`src/rtl/spi_reg_pkg.sv`:
```
// Shared definitions for the SPI register bank.
// Holds the frame geometry, the frame FSM state encoding and the register
// indices that the downstream decoder uses.
package spi_reg_pkg;

    localparam int FRAME_BITS = 24;
    localparam int CMD_BITS   = 8;

    typedef enum logic [2:0] {
        IDLE,
        CMD,
        DATA,
        COMMIT,
        WAIT_CS
    } state_t;

    // Register indices consumed by the decoder
    localparam int REG_CH1_GEAR  = 2;
    localparam int REG_TIME_GEAR = 7;
    localparam int REG_OBJECT    = 14;

endpackage

```
`src/rtl/spi_sync_edge.sv`:
```
// Synchroniser plus edge strobes for one asynchronous SPI pin.
//   clk, rst_n : system clock, synchronous active-low reset
//   din        : raw asynchronous input
//   dout       : synchronised level
//   rise, fall : one-clk strobes on synchronised edges
// Edge strobes are held off until the chain has refilled with real samples
// after reset, so a pin that was already low at reset release (e.g. cs_n held
// through a reset) never produces a phantom edge.
module spi_sync_edge #(
    parameter int   SYNC_STAGES = 2,
    parameter logic RST_VAL     = 1'b0
) (
    input  logic clk,
    input  logic rst_n,
    input  logic din,
    output logic dout,
    output logic rise,
    output logic fall
);

    logic [SYNC_STAGES-1:0] sync_q;
    logic                   prev_q;
    logic [SYNC_STAGES:0]   warm_q;

    always_ff @(posedge clk) begin
        if (!rst_n) begin
            sync_q <= {SYNC_STAGES{RST_VAL}};
            prev_q <= RST_VAL;
            warm_q <= '0;
        end else begin
            sync_q <= {sync_q[SYNC_STAGES-2:0], din};
            prev_q <= sync_q[SYNC_STAGES-1];
            warm_q <= {warm_q[SYNC_STAGES-1:0], 1'b1};
        end
    end

    assign dout = sync_q[SYNC_STAGES-1];
    assign rise = warm_q[SYNC_STAGES] &  dout & ~prev_q;
    assign fall = warm_q[SYNC_STAGES] & ~dout &  prev_q;

endmodule

```
`src/rtl/spi_reg_bank.sv`:
```
// SPI mode-0 slave writing a bank of control registers.
//   clk, rst_n         : system clock, synchronous active-low reset
//   spi_sclk/cs_n/mosi : raw SPI pins, oversampled in the clk domain
//   spi_miso           : read data, MSB first, 0 when not shifting read data
//   regs               : register array consumed by the decoder
//   wr_pulse, wr_addr  : one-clk strobe and index of a committed write
//   frame_err          : one-clk strobe when cs_n rises before 24 bits
// Frame: {rw, addr[6:0]} then data[15:0], MSB first.
module spi_reg_bank
    import spi_reg_pkg::*;
#(
    parameter int NUM_REGS    = 32,
    parameter int DATA_W      = 16,
    parameter int SYNC_STAGES = 2,
    localparam int AW         = $clog2(NUM_REGS)
) (
    input  logic              clk,
    input  logic              rst_n,
    input  logic              spi_sclk,
    input  logic              spi_cs_n,
    input  logic              spi_mosi,
    output logic              spi_miso,
    output logic [DATA_W-1:0] regs [NUM_REGS],
    output logic              wr_pulse,
    output logic [AW-1:0]     wr_addr,
    output logic              frame_err
);

    localparam logic [4:0] CMD_LAST   = 5'(CMD_BITS - 1);
    localparam logic [4:0] FRAME_LAST = 5'(FRAME_BITS - 1);
    localparam logic [6:0] ADDR_LIM   = 7'(NUM_REGS);

    logic sclk_rise, sclk_fall, sclk_lvl;
    logic cs_s, cs_fall, cs_rise;
    logic mosi_s, mosi_rise, mosi_fall;
    logic unused_edges;

    spi_sync_edge #(.SYNC_STAGES(SYNC_STAGES), .RST_VAL(1'b0)) u_sclk (
        .clk(clk), .rst_n(rst_n), .din(spi_sclk),
        .dout(sclk_lvl), .rise(sclk_rise), .fall(sclk_fall));

    spi_sync_edge #(.SYNC_STAGES(SYNC_STAGES), .RST_VAL(1'b1)) u_cs (
        .clk(clk), .rst_n(rst_n), .din(spi_cs_n),
        .dout(cs_s), .rise(cs_rise), .fall(cs_fall));

    spi_sync_edge #(.SYNC_STAGES(SYNC_STAGES), .RST_VAL(1'b0)) u_mosi (
        .clk(clk), .rst_n(rst_n), .din(spi_mosi),
        .dout(mosi_s), .rise(mosi_rise), .fall(mosi_fall));

    assign unused_edges = ^{sclk_lvl, cs_rise, mosi_rise, mosi_fall};

    state_t              state_q, state_nx;
    logic [4:0]          bit_cnt_q;
    logic [CMD_BITS-2:0] cmd_sh_q;
    logic                rw_q;
    logic [6:0]          addr_q;
    logic [DATA_W-1:0]   wr_sh_q, rd_sh_q;

    logic [CMD_BITS-1:0] cmd_word;
    logic                last_rise;
    logic                abort;
    logic                do_write;

    assign cmd_word  = {cmd_sh_q, mosi_s};
    assign last_rise = sclk_rise && (bit_cnt_q == FRAME_LAST);

    // State register
    always_ff @(posedge clk) begin
        if (!rst_n) state_q <= IDLE;
        else        state_q <= state_nx;
    end

    // Next state; the 24th rising edge wins over a simultaneous cs_n release
    always_comb begin
        state_nx = state_q;
        case (state_q)
            IDLE:    if (cs_fall) state_nx = CMD;
            CMD: begin
                if (cs_s)                                       state_nx = IDLE;
                else if (sclk_rise && (bit_cnt_q == CMD_LAST))  state_nx = DATA;
            end
            DATA: begin
                if (last_rise) state_nx = COMMIT;
                else if (cs_s) state_nx = IDLE;
            end
            COMMIT:  state_nx = WAIT_CS;
            WAIT_CS: if (cs_s) state_nx = IDLE;
            default: state_nx = IDLE;
        endcase
    end

    // Outputs decoded from state
    always_comb begin
        abort    = ((state_q == CMD) || (state_q == DATA)) && (state_nx == IDLE);
        do_write = (state_q == COMMIT) && !rw_q && (addr_q < ADDR_LIM);
    end

    // Datapath
    always_ff @(posedge clk) begin
        if (!rst_n) begin
            for (int i = 0; i < NUM_REGS; i++) regs[i] <= '0;
            spi_miso  <= 1'b0;
            wr_pulse  <= 1'b0;
            wr_addr   <= '0;
            frame_err <= 1'b0;
            bit_cnt_q <= '0;
            cmd_sh_q  <= '0;
            rw_q      <= 1'b0;
            addr_q    <= '0;
            wr_sh_q   <= '0;
            rd_sh_q   <= '0;
        end else begin
            wr_pulse  <= 1'b0;
            frame_err <= abort;
            case (state_q)
                IDLE: bit_cnt_q <= '0;
                CMD: if (sclk_rise) begin
                    cmd_sh_q  <= cmd_word[CMD_BITS-2:0];
                    bit_cnt_q <= bit_cnt_q + 5'd1;
                    if (bit_cnt_q == CMD_LAST) begin
                        rw_q    <= cmd_word[7];
                        addr_q  <= cmd_word[6:0];
                        wr_sh_q <= '0;
                        // Out-of-range reads return zero
                        if (cmd_word[7] && (cmd_word[6:0] < ADDR_LIM))
                            rd_sh_q <= regs[cmd_word[AW-1:0]];
                        else
                            rd_sh_q <= '0;
                    end
                end
                DATA: begin
                    if (sclk_rise) begin
                        wr_sh_q   <= {wr_sh_q[DATA_W-2:0], mosi_s};
                        bit_cnt_q <= bit_cnt_q + 5'd1;
                    end
                    // First fall in DATA is the 8th fall: it presents bit 15
                    if (sclk_fall && rw_q) begin
                        spi_miso <= rd_sh_q[DATA_W-1];
                        rd_sh_q  <= {rd_sh_q[DATA_W-2:0], 1'b0};
                    end
                end
                COMMIT: if (do_write) begin
                    regs[addr_q[AW-1:0]] <= wr_sh_q;
                    wr_pulse             <= 1'b1;
                    wr_addr              <= addr_q[AW-1:0];
                end
                default: ;
            endcase
            if (state_nx == IDLE) spi_miso <= 1'b0;
        end
    end

endmodule

```
`config.mk`:
```
export PLATFORM = sky130hd
export DESIGN_NAME = spi_reg_bank
export DESIGN_NICKNAME = d
export VERILOG_FILES = /design/src/rtl/spi_reg_pkg.sv /design/src/rtl/spi_sync_edge.sv /design/src/rtl/spi_reg_bank.sv
export SDC_FILE = /design/constraint.sdc
export NUM_CORES = 1
export LEC_CHECK = 0
export CAP_MARGIN = 15
export CORE_MARGIN = 2
export CORE_UTILIZATION = 45
export DETAILED_ROUTE_END_ITERATION = 10
export PLACE_DENSITY_LB_ADDON = 0.08
export SYNTH_ARGS = -nofsm -noshare
export SYNTH_HDL_FRONTEND = slang
export SYNTH_SLANG_ARGS = --single-unit
```
`constraint.sdc`:
```
create_clock -name clk -period 2.2 [get_ports clk]
set_input_delay 0.44 -clock clk [delete_from_list [all_inputs] [get_ports clk]]
set_output_delay 0.44 -clock clk [all_outputs]
set_load 0.005 [all_outputs]
```
==> run_results.csv <==
group,metric,value,unit
run_status,status,"finished, final reports clean",
global_routing,antenna_found_initial,5,
clocking,cts_max_path_buffers,3,
finish,multi_input_area,13380,sq um
critical_path,cp_max_fo,26,
sta,fin_skew,21.51,ps
drt,route.met2.wl,54450,um
power_and_ir_drop,comb_power_share,0.019,
sta,hold_viol_final,0,
power_and_ir_drop,power_leakage,11.57,nW
clocking,tritoncts,"built",
yosys,ys_warn_count,0,
drt,dr_total_vias,25270,
sta,tightest_slew,782.9,ps
die,core,57480,sq um
yosys,synth_edf_count,0,
drt,vias_per_cell,5.900,
yosys,synth_cells,2961,
power_and_ir_drop,p_int,17.68,mW
clocking,cts_buffers,66,
global_routing,track_usage,0.3771,
yosys,yosys.cell_types.count,54,
sta,relSlewSlack,0.4781,
placement,io_buffers,524,
yosys,seq_area_frac_synth,0.4493,
finish,fill_cells,4858,
sta,fmax,0.4580,GHz
yosys,syn_area,26110,sq um
finish,regArea,11760,sq um
clocking,clk_pin_slew_worst_paths,60,ps
clocking,cts_root_buffer,"clkbuf_16",
drt,dr.pass1.iters,6,
die,io_pins,525,
sta,slew_violations,0,
critical_path,critPathLaunchType,"register",
clocking,cts-htree-levels,3,
critical_path,critPathArrivalTime,2670,ps
yosys,ys.flop_type,"dfxtp_1",
critical_path,critPathSlowestCell,"mux4_2",
clocking,cts_sinks,586,
critical_path,cp.required,2690,ps
sta,fin_hold_ws,324.6,ps
drt,routed_wl,116400,um
drt,first_iter_violations,2766,
die,die_y,244.9,um
finish,syn2layout_area_growth,36.76,%
run,drv_cap,0,
finish,final_common_cell,"nand2_1",
finish,layout_common_cells,"nand2_1, dfxtp_1, clkdlybuf4s50_1, a21boi_0, buf_4",
power_and_ir_drop,p_switching,4.753,mW
finish,design_area,35710,sq um
drt,topRoutingLayerUsed,"met5",
min_path,hold_path.class,"in -> reg",
die,fp.dieW,244.9,um
critical_path,critical_path.cell_chain,"buf_12 > mux4_2 > o22ai_1 > buf_4 > or4_1 > o21ai_1",
die,dieArea,59960,sq um
placement,hpwl,81140,um
critical_path,critical-path-max-stage-delay,540,ps
global_routing,grt_max_degree,179,
power_and_ir_drop,p_per_area,628.3,nW/um^2
yosys,avgSynthCellArea,8.817,sq um
clocking,clock_latency,610,ps
finish,layout-drive-gt1-share,0.1384,
sta,setup_viol,0,
finish,layoutNonFillerInstCount,4284,
placement,dp_cells,4163,
power_and_ir_drop,seqPwrFrac,0.474,
sta,rsz0062_at_grt,"yes",
drt,ant_nets,0,
finish,antenna_cells,0,
placement,gp_congestion,0.9791,
critical_path,path_class,"reg -> reg",
sta,fin_crit_sh,0.9926,
power_and_ir_drop,vdd.ir_drop.worst,614.5,uV
sta,period_minus_slack,2184,ps
critical_path,endpoint_kind,"register",
yosys,ys_async_sr_fraction,0,
drt,drc,0,
power_and_ir_drop,swShare,0.2119,
finish,layout.nets,3478,
placement,placed_cell_area,33240,sq um
die,initial_core_util,0.4542,
drt,wl_met3,10620,um
yosys,ys_ff_latch,586,
global_routing,grt_pass1_vias,23950,
global_routing,grt_first_pass_wirelength,166400,um
clocking,ctsHoldBuffers,0,
power_and_ir_drop,pwr-share-clk,0.507,
drt,wl_per_cell,27.17,um
global_routing,overflow,0,
die,fp-row-count,88,
yosys,syn-num-nets,2967,
drt,wl_met1,45840,um
## synth_stat cells (all sizes together), types with 5 or more instances
cell,instances,area share
mux4,128,0.11
and2,10,0.0024
nand3,18,0.0035
o22ai,58,0.014
or4,18,0.0052
o21ai,65,0.012
nor2,43,0.0079
clkbuf,211,0.030
nor3b,5,0.0016
mux2i,16,0.0061
a21oi,22,0.0042
dfxtp,586,0.45
a21boi,538,0.15
nand2,1067,0.15
nand2b,8,0.0019
buf,59,0.012
nor2b,20,0.0048
o211ai,16,0.0046
or3,6,0.0014
and3,17,0.0041
## logic make-up after synthesis
group,Yosys count,synth area share
flip-flops,586,0.4493
AO/OA/AOI/OAI,713,0.1945
adder cells (fa/ha/maj),1,0.0004792
XOR/XNOR,1,0.0003355
AND/OR/NAND/NOR,1242,0.1956
multiplexers,145,0.1170
buffers and inverters,273,0.04280
## timing repair
| item | 4_1_cts | 5_1_grt |
|---|---|---|
| gates resized for setup | 5 | 30 |
| buffers inserted | 0 | 3 |
| cloned | 1 | 2 |
| pin swaps | 0 | 1 |
| setup endpoints to repair | 9 | 66 |
## power by group through the flow
stage               logic, mW  registers, mW  clock network (mW)
finish                  0.435           10.6                11.4
global route            0.454           10.6                11.9
CTS                     0.410           10.6                11.4
detailed placement      0.409           10.9                   0
global placement        0.406           10.9                   0
floorplan               0.310           10.9                   0
## critical path: cells and delay by family, from the launching register on
kind | cells | cell delay, ps
and+or+nand+nor | 1 | 90
AOI/OAI and AO/OA | 2 | 450
muxes | 1 | 540
buffers and inverters | 2 | 460
DFF | 1 | 500
## state kept, by name, indices dropped and copies added (netlist names), 2 cells and up
| name | cells |
|---|---|
| u_cs.warm_q | 3 |
| bit_cnt_q | 5 |
| wr_sh_q | 16 |
| wr_addr | 5 |
| addr_q | 7 |
| u_sclk.sync_q | 2 |
| cmd_sh_q | 7 |
| u_cs.sync_q | 2 |
| u_mosi.sync_q | 2 |
| regs | 512 |
| state_q | 3 |
| rd_sh_q | 16 |
## cell type report
| class | instances | area share |
|---|---|---|
| clock inverters | 13 | 0.003294 |
| well taps | 765 | 0.02681 |
| multi-input cells | 2102 | 0.3746 |
| inverters | 3 | 0.0003154 |
| repair buffers | 713 | 0.2063 |
| flip-flops and latches | 586 | 0.3294 |
| clock buffers | 102 | 0.05933 |
## metrics by stage
stage / util / total power, mW / setup WS (ps) / TNS (ps)
2_1_floorplan: - / 11.17 / 96.51 / 0
3_3_place_gp: 0.5783 / 11.27 / -30.20 / -171.9
3_5_place_dp: 0.5783 / 11.27 / -44.25 / -223.9
4_1_cts: 0.6183 / 22.48 / -3.894 / -3.894
5_1_grt: 0.6212 / 22.97 / -51.97 / -272.6
6_report: 0.6212 / 22.43 / 16.36 / 0
## routing by layer
layer / vias up / global-route usage
met1: 12460 / 0.4947
met2: 1472 / 0.6065
met5: - / 0
li1: 11080 / -
met4: 4 / 0.1605
met3: 259 / 0.07522
## final timing paths
path,end,slack [ps],start,depth (start not counted)
worst max register to register,rd_sh_q[4],20,cmd_sh_q[0],6
worst min-delay path,u_cs.warm_q[0],320,rst_n,2
worst min register to register,u_cs.sync_q[1],420,u_cs.sync_q[0],1
worst max-delay path,rd_sh_q[4],20,cmd_sh_q[0],6
No activity file was read; power rests on OpenSTA's default activity.
